### src/rtl/fetch_sequencer_if.sv
// Bundle of signals between the fetch sequencer and its surroundings:
// instruction memory, datapath compare/register results, user input and status.
interface fetch_sequencer_if;
  logic [31:0] Instruction;
  logic        BranchTaken;
  logic [31:0] RegisterValue;
  logic        InputReady;
  logic [31:0] ProgramCounter;
  logic        InstructionValid;
  logic        WaitingInput;
  logic        Halted;
  logic        AddressFault;
  logic [31:0] RetiredCount;

  modport master (
    input  Instruction, BranchTaken, RegisterValue, InputReady,
    output ProgramCounter, InstructionValid, WaitingInput, Halted, AddressFault, RetiredCount
  );

  modport slave (
    output Instruction, BranchTaken, RegisterValue, InputReady,
    input  ProgramCounter, InstructionValid, WaitingInput, Halted, AddressFault, RetiredCount
  );
endinterface

### src/rtl/fetch_sequencer.sv
// PC / fetch-control stage: drives the word address into a registered-read
// instruction memory and picks the next PC from the returned opcode.
module fetch_sequencer #(
  parameter int unsigned MEM_DEPTH = 100
) (
  input  logic               Clock,
  input  logic               Reset,
  fetch_sequencer_if.master  bus
);

  typedef enum logic [1:0] {
    FETCH   = 2'd0,
    EXEC    = 2'd1,
    WAIT_IN = 2'd2,
    HALT    = 2'd3
  } state_e;

  localparam logic [5:0]  OP_HALT = 6'b000001;
  localparam logic [5:0]  OP_J    = 6'b001110;
  localparam logic [5:0]  OP_JR   = 6'b001101;
  localparam logic [5:0]  OP_BEQ  = 6'b010000;
  localparam logic [5:0]  OP_BNE  = 6'b010001;
  localparam logic [5:0]  OP_IN   = 6'b001011;
  localparam logic [31:0] DEPTH_W = 32'(MEM_DEPTH);

  state_e      state_q, state_d;
  logic [31:0] pc_q, pc_d;
  logic [31:0] retired_q, retired_d;
  logic        fault_q, fault_d;

  logic [5:0]  opcode;
  logic [31:0] pc_inc;
  logic [31:0] exec_target;
  logic [31:0] next_pc;
  logic        advance;
  logic        retire;

  // Target chosen by the opcode currently in EXEC; anything unrecognised is sequential.
  always_comb begin
    opcode      = bus.Instruction[31:26];
    pc_inc      = pc_q + 32'd1;
    exec_target = pc_inc;
    case (opcode)
      OP_J:           exec_target = {6'b0, bus.Instruction[25:0]};
      OP_JR:          exec_target = bus.RegisterValue;
      OP_BEQ, OP_BNE: if (bus.BranchTaken) exec_target = {16'b0, bus.Instruction[15:0]};
      default:        exec_target = pc_inc;
    endcase
  end

  always_comb begin
    state_d   = state_q;
    pc_d      = pc_q;
    retired_d = retired_q;
    fault_d   = fault_q;
    next_pc   = pc_inc;
    advance   = 1'b0;
    retire    = 1'b0;

    case (state_q)
      FETCH: state_d = EXEC;
      EXEC: begin
        if (opcode == OP_HALT) begin
          state_d = HALT;
          retire  = 1'b1;
        end else if ((opcode == OP_IN) && !bus.InputReady) begin
          state_d = WAIT_IN;
        end else begin
          advance = 1'b1;
          next_pc = exec_target;
        end
      end
      WAIT_IN: begin
        if (bus.InputReady) begin
          advance = 1'b1;
          next_pc = pc_inc;
        end
      end
      HALT:    state_d = HALT;
      default: state_d = FETCH;
    endcase

    // An out-of-range target leaves the PC on the faulting instruction.
    if (advance) begin
      retire = 1'b1;
      if (next_pc >= DEPTH_W) begin
        fault_d = 1'b1;
        state_d = HALT;
      end else begin
        pc_d    = next_pc;
        state_d = FETCH;
      end
    end

    if (retire && (retired_q != 32'hFFFF_FFFF)) begin
      retired_d = retired_q + 32'd1;
    end
  end

  always_ff @(posedge Clock) begin
    if (Reset) begin
      state_q   <= FETCH;
      pc_q      <= 32'd0;
      retired_q <= 32'd0;
      fault_q   <= 1'b0;
    end else begin
      state_q   <= state_d;
      pc_q      <= pc_d;
      retired_q <= retired_d;
      fault_q   <= fault_d;
    end
  end

  assign bus.ProgramCounter   = pc_q;
  assign bus.RetiredCount     = retired_q;
  assign bus.AddressFault     = fault_q;
  assign bus.InstructionValid = (state_q == EXEC);
  assign bus.WaitingInput     = (state_q == WAIT_IN);
  assign bus.Halted           = (state_q == HALT);

endmodule

### src/flat_wrapper.sv
// flat-port wrapper written by rule: the top's interface ports become plain ports
module fetch_sequencer_flat 
#(
  parameter int unsigned MEM_DEPTH = 100
)
  (Clock, Reset, bus_Instruction, bus_BranchTaken, bus_RegisterValue, bus_InputReady, bus_ProgramCounter, bus_InstructionValid, bus_WaitingInput, bus_Halted, bus_AddressFault, bus_RetiredCount);
  fetch_sequencer_if bus_i ();
  input  logic Clock;
  input  logic Reset;
  input wire logic [$bits(bus_i.Instruction)-1:0] bus_Instruction;
  input wire logic [$bits(bus_i.BranchTaken)-1:0] bus_BranchTaken;
  input wire logic [$bits(bus_i.RegisterValue)-1:0] bus_RegisterValue;
  input wire logic [$bits(bus_i.InputReady)-1:0] bus_InputReady;
  output wire logic [$bits(bus_i.ProgramCounter)-1:0] bus_ProgramCounter;
  output wire logic [$bits(bus_i.InstructionValid)-1:0] bus_InstructionValid;
  output wire logic [$bits(bus_i.WaitingInput)-1:0] bus_WaitingInput;
  output wire logic [$bits(bus_i.Halted)-1:0] bus_Halted;
  output wire logic [$bits(bus_i.AddressFault)-1:0] bus_AddressFault;
  output wire logic [$bits(bus_i.RetiredCount)-1:0] bus_RetiredCount;
  assign bus_i.Instruction = bus_Instruction;
  assign bus_i.BranchTaken = bus_BranchTaken;
  assign bus_i.RegisterValue = bus_RegisterValue;
  assign bus_i.InputReady = bus_InputReady;
  assign bus_ProgramCounter = bus_i.ProgramCounter;
  assign bus_InstructionValid = bus_i.InstructionValid;
  assign bus_WaitingInput = bus_i.WaitingInput;
  assign bus_Halted = bus_i.Halted;
  assign bus_AddressFault = bus_i.AddressFault;
  assign bus_RetiredCount = bus_i.RetiredCount;
  fetch_sequencer #(.MEM_DEPTH(MEM_DEPTH)) u_core (.Clock(Clock), .Reset(Reset), .bus(bus_i));
endmodule
### config.mk
export PLATFORM = sky130hd
export DESIGN_NAME = fetch_sequencer_flat
export DESIGN_NICKNAME = d
export VERILOG_FILES = /design/src/rtl/fetch_sequencer_if.sv /design/src/rtl/fetch_sequencer.sv /design/src/flat_wrapper.sv
export SDC_FILE = /design/constraint.sdc
export NUM_CORES = 1
export LEC_CHECK = 0
export CORE_ASPECT_RATIO = 0.5
export CORE_MARGIN = 2
export CORE_UTILIZATION = 40
export DETAILED_ROUTE_END_ITERATION = 10
export PLACE_DENSITY = 0.72
export REMOVE_ABC_BUFFERS = 1
export SLEW_MARGIN = 20
export SYNTH_ARGS = -nofsm -noshare
export SYNTH_HDL_FRONTEND = slang
export SYNTH_SLANG_ARGS = --single-unit
### constraint.sdc
create_clock -name Clock -period 3.7 [get_ports Clock]
set_input_delay 0.74 -clock Clock [delete_from_list [all_inputs] [get_ports Clock]]
set_output_delay 0.74 -clock Clock [all_outputs]
set_load 0.005 [all_outputs]
# Word-level counts from Yosys, hierarchy flattened
# Cells that the tools add are included.
# word_totals
mem_count,0
output_inout_bits,68
ff_bits,67
wordCells,45
mem_bits_rw,0
inputBits,68
latchBits,0
mem_bits_ro,0
# classes
add_sub_neg,2
order_cmp,1
shift,0
mux,17
n_bitwise,1
n_reduce_logical,9
n_eq_ne,11
div_mod_pow,0
multipliers,0
# op_table
op,n
$mux 32,4
$pmux 32 s3,1
$add 32x1->32 const B,2
$ge 32x7->1 const B,1
$ne 32x32->1 const B,1
$eq 6x4->1 const B,3
$eq 6x5->1 const B,2
$mux 2,4
$eq 6x1->1 const B,1
$mux 1,6
$pmux 2 s3,1
$reduce_and 2->1,3
$eq 2x2->1 const B,2
$ne 4x1->1 const B,1
$reduce_bool 4->1,1
$eq 2x1->1 const B,1
$logic_and 1x1->1,2
$logic_not 2->1,1
$pmux 1 s2,1
$reduce_or 2->1,1
$logic_not 1->1,1
$not 1->1,1

# Longest topological paths before layout
# depth
word_depth,9
mapped_depth,11
ltp_nobuf,9

# Least setup slack after synthesis
# Ideal clock, no wire load.
# synth_path
kind,input -> register
from,in bus_Instruction[29]
to,reg u_core.pc_q[1] (netlist: u_core.bus.ProgramCounter[1])
setup_ps,121
required_ps,3579
slack_ps,450
arrival_time_ps,3129
cell_stages,9
path_cell_list,or4b_4 > o31ai_2 > nand4_4 > o21ai_0 > a22oi_1 > a311o_4 > or4_4 > buf_6 > mux2_4
# synth_via
elab_chain_cells,9
# synth_lines
item,line,rtl
start: declaration,flat_wrapper.sv:10,input wire logic [$bits(bus_i.Instruction)-1:0] bus_Instruction;
$eq 6x5->1,fetch_sequencer.sv:43,case (opcode)
$reduce_or 2->1,fetch_sequencer.sv:43,
$pmux 32 s3,fetch_sequencer.sv:43,
$mux 32,fetch_sequencer.sv:66,end else if ((opcode == OP_IN) && !bus.InputReady) begin
$mux 32,fetch_sequencer.sv:63,if (opcode == OP_HALT) begin
$mux 32,--,
$ge 32x7->1,fetch_sequencer.sv:86,if (next_pc >= DEPTH_W) begin
$not 1->1 (no line),--,
$reduce_and 2->1 (no line),--,
end signal: assignment,fetch_sequencer.sv:108,pc_q <= pc_d;
end: declaration,fetch_sequencer.sv:27,"logic [31:0] pc_q, pc_d;"
# Several ways; a longest one is shown, not always the timed one.
# A chain may end at the register's enable or synchronous reset.

# Final worst setup path
# layout_path
from,in bus_Instruction[27]
to,reg u_core.pc_q[5] (netlist: u_core.bus.ProgramCounter[5])
# Same word-level chain as after synthesis.

==> impl_metrics.csv <==
group,metric,value,unit
run_status,outcome,"finished clean",
power_and_ir_drop,vdd.ir_drop.worst,0.0002103,V
sta,highest_clock_rate,291.2,MHz
die,floorplan.io_pins,136,
clock_network,clock_tree.root_cell,"clkbuf_16",
clock_network,clock_insertion_delay_worst_skew,340,ps
worst_setup_path,worstPathRequired,3950,ps
clock_network,clk_transition_reported_paths,60,ps
worst_setup_path,element_type_at_the_critical_path_start,"primary input",
yosys,synth-seq-cells,67,
routing,firstDrtPassIters,5,
sta,hold_slack,448.7,ps
cells_and_area,final_common_cell,"clkdlybuf4s50_1",
sta,timing.final.max_slew_violations,0,
die,dieHeight,74.58,um
sta,finalWorstSetupSlack,265.9,ps
cells_and_area,area.growth.synth_to_final,50.77,%
flow_run,cap_violations,0,
worst_setup_path,rrSetupSlack,490,ps
place,gpl.final_weighted_congestion,0.9292,
power_and_ir_drop,power,2.133,mW
worst_setup_path,critical_path_class,"primary input to flip-flop",
sta,maxSlewHeadroom,52.55,%
sta,clock-skew-final,7.489,ps
routing,drt_first_iter_violations,227,
cells_and_area,final_cell_mix,"clkdlybuf4s50_1 (135), dfxtp_1 (67), nor2_1 (48), nand2_1 (40), buf_4 (33)",
cells_and_area,fin_util,62.77,%
yosys,gate_count_post_synth,480,
yosys,ys_types,70,
worst_setup_path,worstPathMaxFanout,6,
cells_and_area,design_area,6008,sq um
grt,grt_max_degree,41,
hold_path,worst_hold_path_type,"flip-flop to flip-flop",
place,placedInstanceArea,5678,sq um
yosys,sequential_area_share_after_synthesis,33.66,%
sta,period_minus_slack,3434,ps
clock_network,number_of_buffers_on_the_longest_clock_path,2,
worst_setup_path,worstPathArrival,3680,ps
routing,drt.antenna.violating_nets,0,
sta,grt_setup_unrepaired,"no",
grt,wire_length_of_the_first_global_routing_pass,19340,um
place,place_worst_setup_slack,-76.23,ps
yosys,synthFlopType,"dfxtp_1",
grt,first_global_vias,3918,
power_and_ir_drop,pwrdens,355.0,nW/um^2
clock_network,cts.sinks,67,
clock_network,cts_htree_levels,3,
sta,finalHoldViolations,0,
yosys,post_synth_instance_area,3985,sq um
place,dp_cells,767,
cells_and_area,layout_fillers,856,
yosys,synth-async-reset-ratio,0,%
clock_network,cts.hold.buffers_added,0,
cells_and_area,n_antenna_cell,0,
clock_network,cts_post_setup_buffers_inserted,0,
routing,post_drt_wl_per_cell,15.23,um
place,detailedPlacementHpwl,9219,um
sta,timing.final.crit_share,92.81,%
routing,total_wirelength,11930,um
routing,detailroute.via_count,4260,
yosys,synth-warning-count,0,
routing,drt_drc_violations_left,0,
clock_network,post_cts_resize_count,0,
worst_setup_path,endpoint_kind,"flip-flop",
yosys,synth.avg_cell_area,8.302,sq um
place,port_buffers,135,
die,start_util,41.63,%
die,die-width,145.2,um
clock_network,cts_tree,"yes",
sta,setup-violations-final,0,
cells_and_area,final_layout_size_suffix_gt1_share,10.96,%
power_and_ir_drop,power.leakage,2.149,nW
sta,setup_tns,0,ps
die,placeableCoreArea,9572,sq um
yosys,number_of_synthesized_flops_with_an_enable_pin,0,
grt,antenna_violations_before_repair,0,
routing,avgViaCountPerCell,5.441,
die,dieArea,10830,sq um
clock_network,cts_inserted_buffers,9,
sta,worstMarginPinSlew,705.9,ps
grt,grt_use_total,22.36,%
cells_and_area,instances_no_fill,783,
cells_and_area,final_net_count,717,
grt,grt-ovfl-total,0,
die,placementRows,25,
-- synth_stat cells (3+ instances only) --
cell type / count / area share (%)
a22o_1: 5 / 1.1
xnor2_1: 22 / 4.8
o32ai_2: 4 / 1.6
ha_1: 6 / 1.9
o211ai_1: 7 / 1.3
nor2_1: 48 / 4.5
mux2i_1: 3 / 0.75
nand2_1: 40 / 3.8
xor2_1: 18 / 4.0
nor3b_1: 4 / 0.75
o21ai_0: 15 / 1.9
dfxtp_1: 67 / 34
nand3_1: 26 / 3.3
and3_1: 10 / 1.6
a22oi_1: 4 / 0.75
o31a_1: 3 / 0.66
and4_1: 12 / 2.6
or3_1: 7 / 1.1
or2_2: 3 / 0.47
nor3_1: 18 / 2.3
a31oi_1: 3 / 0.47
inv_1: 8 / 0.75
o31ai_1: 3 / 0.57
clkbuf_1: 9 / 0.85
buf_2: 6 / 0.75
nor4_1: 19 / 3.0
and2_1: 32 / 5.0
nand4_1: 16 / 2.5
a21oi_1: 13 / 1.6
-- routing by layer --
| metal | vias up | share of wire (%) | global-route usage, % |
|---|---|---|---|
| li1 | 2116 | - | - |
| met1 | 1996 | 46 | 28.81 |
| met2 | 135 | 46 | 37.88 |
| met3 | 13 | 6.3 | 5.460 |
| met4 | 0 | 1.3 | 7.407 |
| met5 | - | 0 | 0 |
-- power by group --
| group | switching, mW | internal [mW] |
|---|---|---|
| Sequential | 0.0178 | 0.741 |
| Clock | 0.334 | 0.594 |
| Combinational | 0.209 | 0.236 |
| Total | 0.562 | 1.57 |
-- registers in the layout, indices dropped and copies added, names as in the netlist --
name                       flops
u_core.state_q                 2
u_core.bus.RetiredCount       32
u_core.bus.ProgramCounter     32
u_core.bus.AddressFault        1
-- cell families (layout without fill, tap and decap cells) --
group / after synthesis / after routing / synth area share [%]
DFF: 67 / 67 / 33.66
buffers and inverters: 25 / 193 / 2.731
xor gates and xnor gates: 40 / 40 / 8.791
and+or+nand+nor: 254 / 254 / 35.54
muxes: 5 / 5 / 1.413
AOI/OAI and AO/OA: 83 / 83 / 15.98
adders and majority gates: 6 / 6 / 1.884
-- layout make-up --
| cell class | instances | area (sq um) | area share [%] |
|---|---|---|---|
| Tap cell | 135 | 168.9 | 2.811 |
| Clock inverter | 7 | 98.84 | 1.645 |
| Sequential cell | 67 | 1341 | 22.32 |
| Timing Repair Buffer | 168 | 1599 | 26.61 |
| Clock buffer | 9 | 225.2 | 3.748 |
| Inverter | 9 | 33.78 | 0.5623 |
| Multi-Input combinational cell | 388 | 2541 | 42.29 |
-- worst max-delay path, cell delays in order --
cell	delay [ps]
clkdlybuf4s50_1	500
or4b_4	530
o31ai_2	110
nand4_4	170
o211ai_1	210
a22oi_1	100
a311o_4	340
or4_4	570
buf_4	170
o32ai_2	240
-- final timing paths --
kind,end,start,cells past startpoint
setup / recovery,u_core.bus.ProgramCounter[5],bus_Instruction[27],10
hold / removal,u_core.bus.AddressFault,u_core.bus.AddressFault,2
setup reg to reg,u_core.bus.ProgramCounter[5],u_core.bus.ProgramCounter[12],9
hold reg to reg,u_core.bus.AddressFault,u_core.bus.AddressFault,2
No activity file was read; power rests on OpenSTA's default activity.
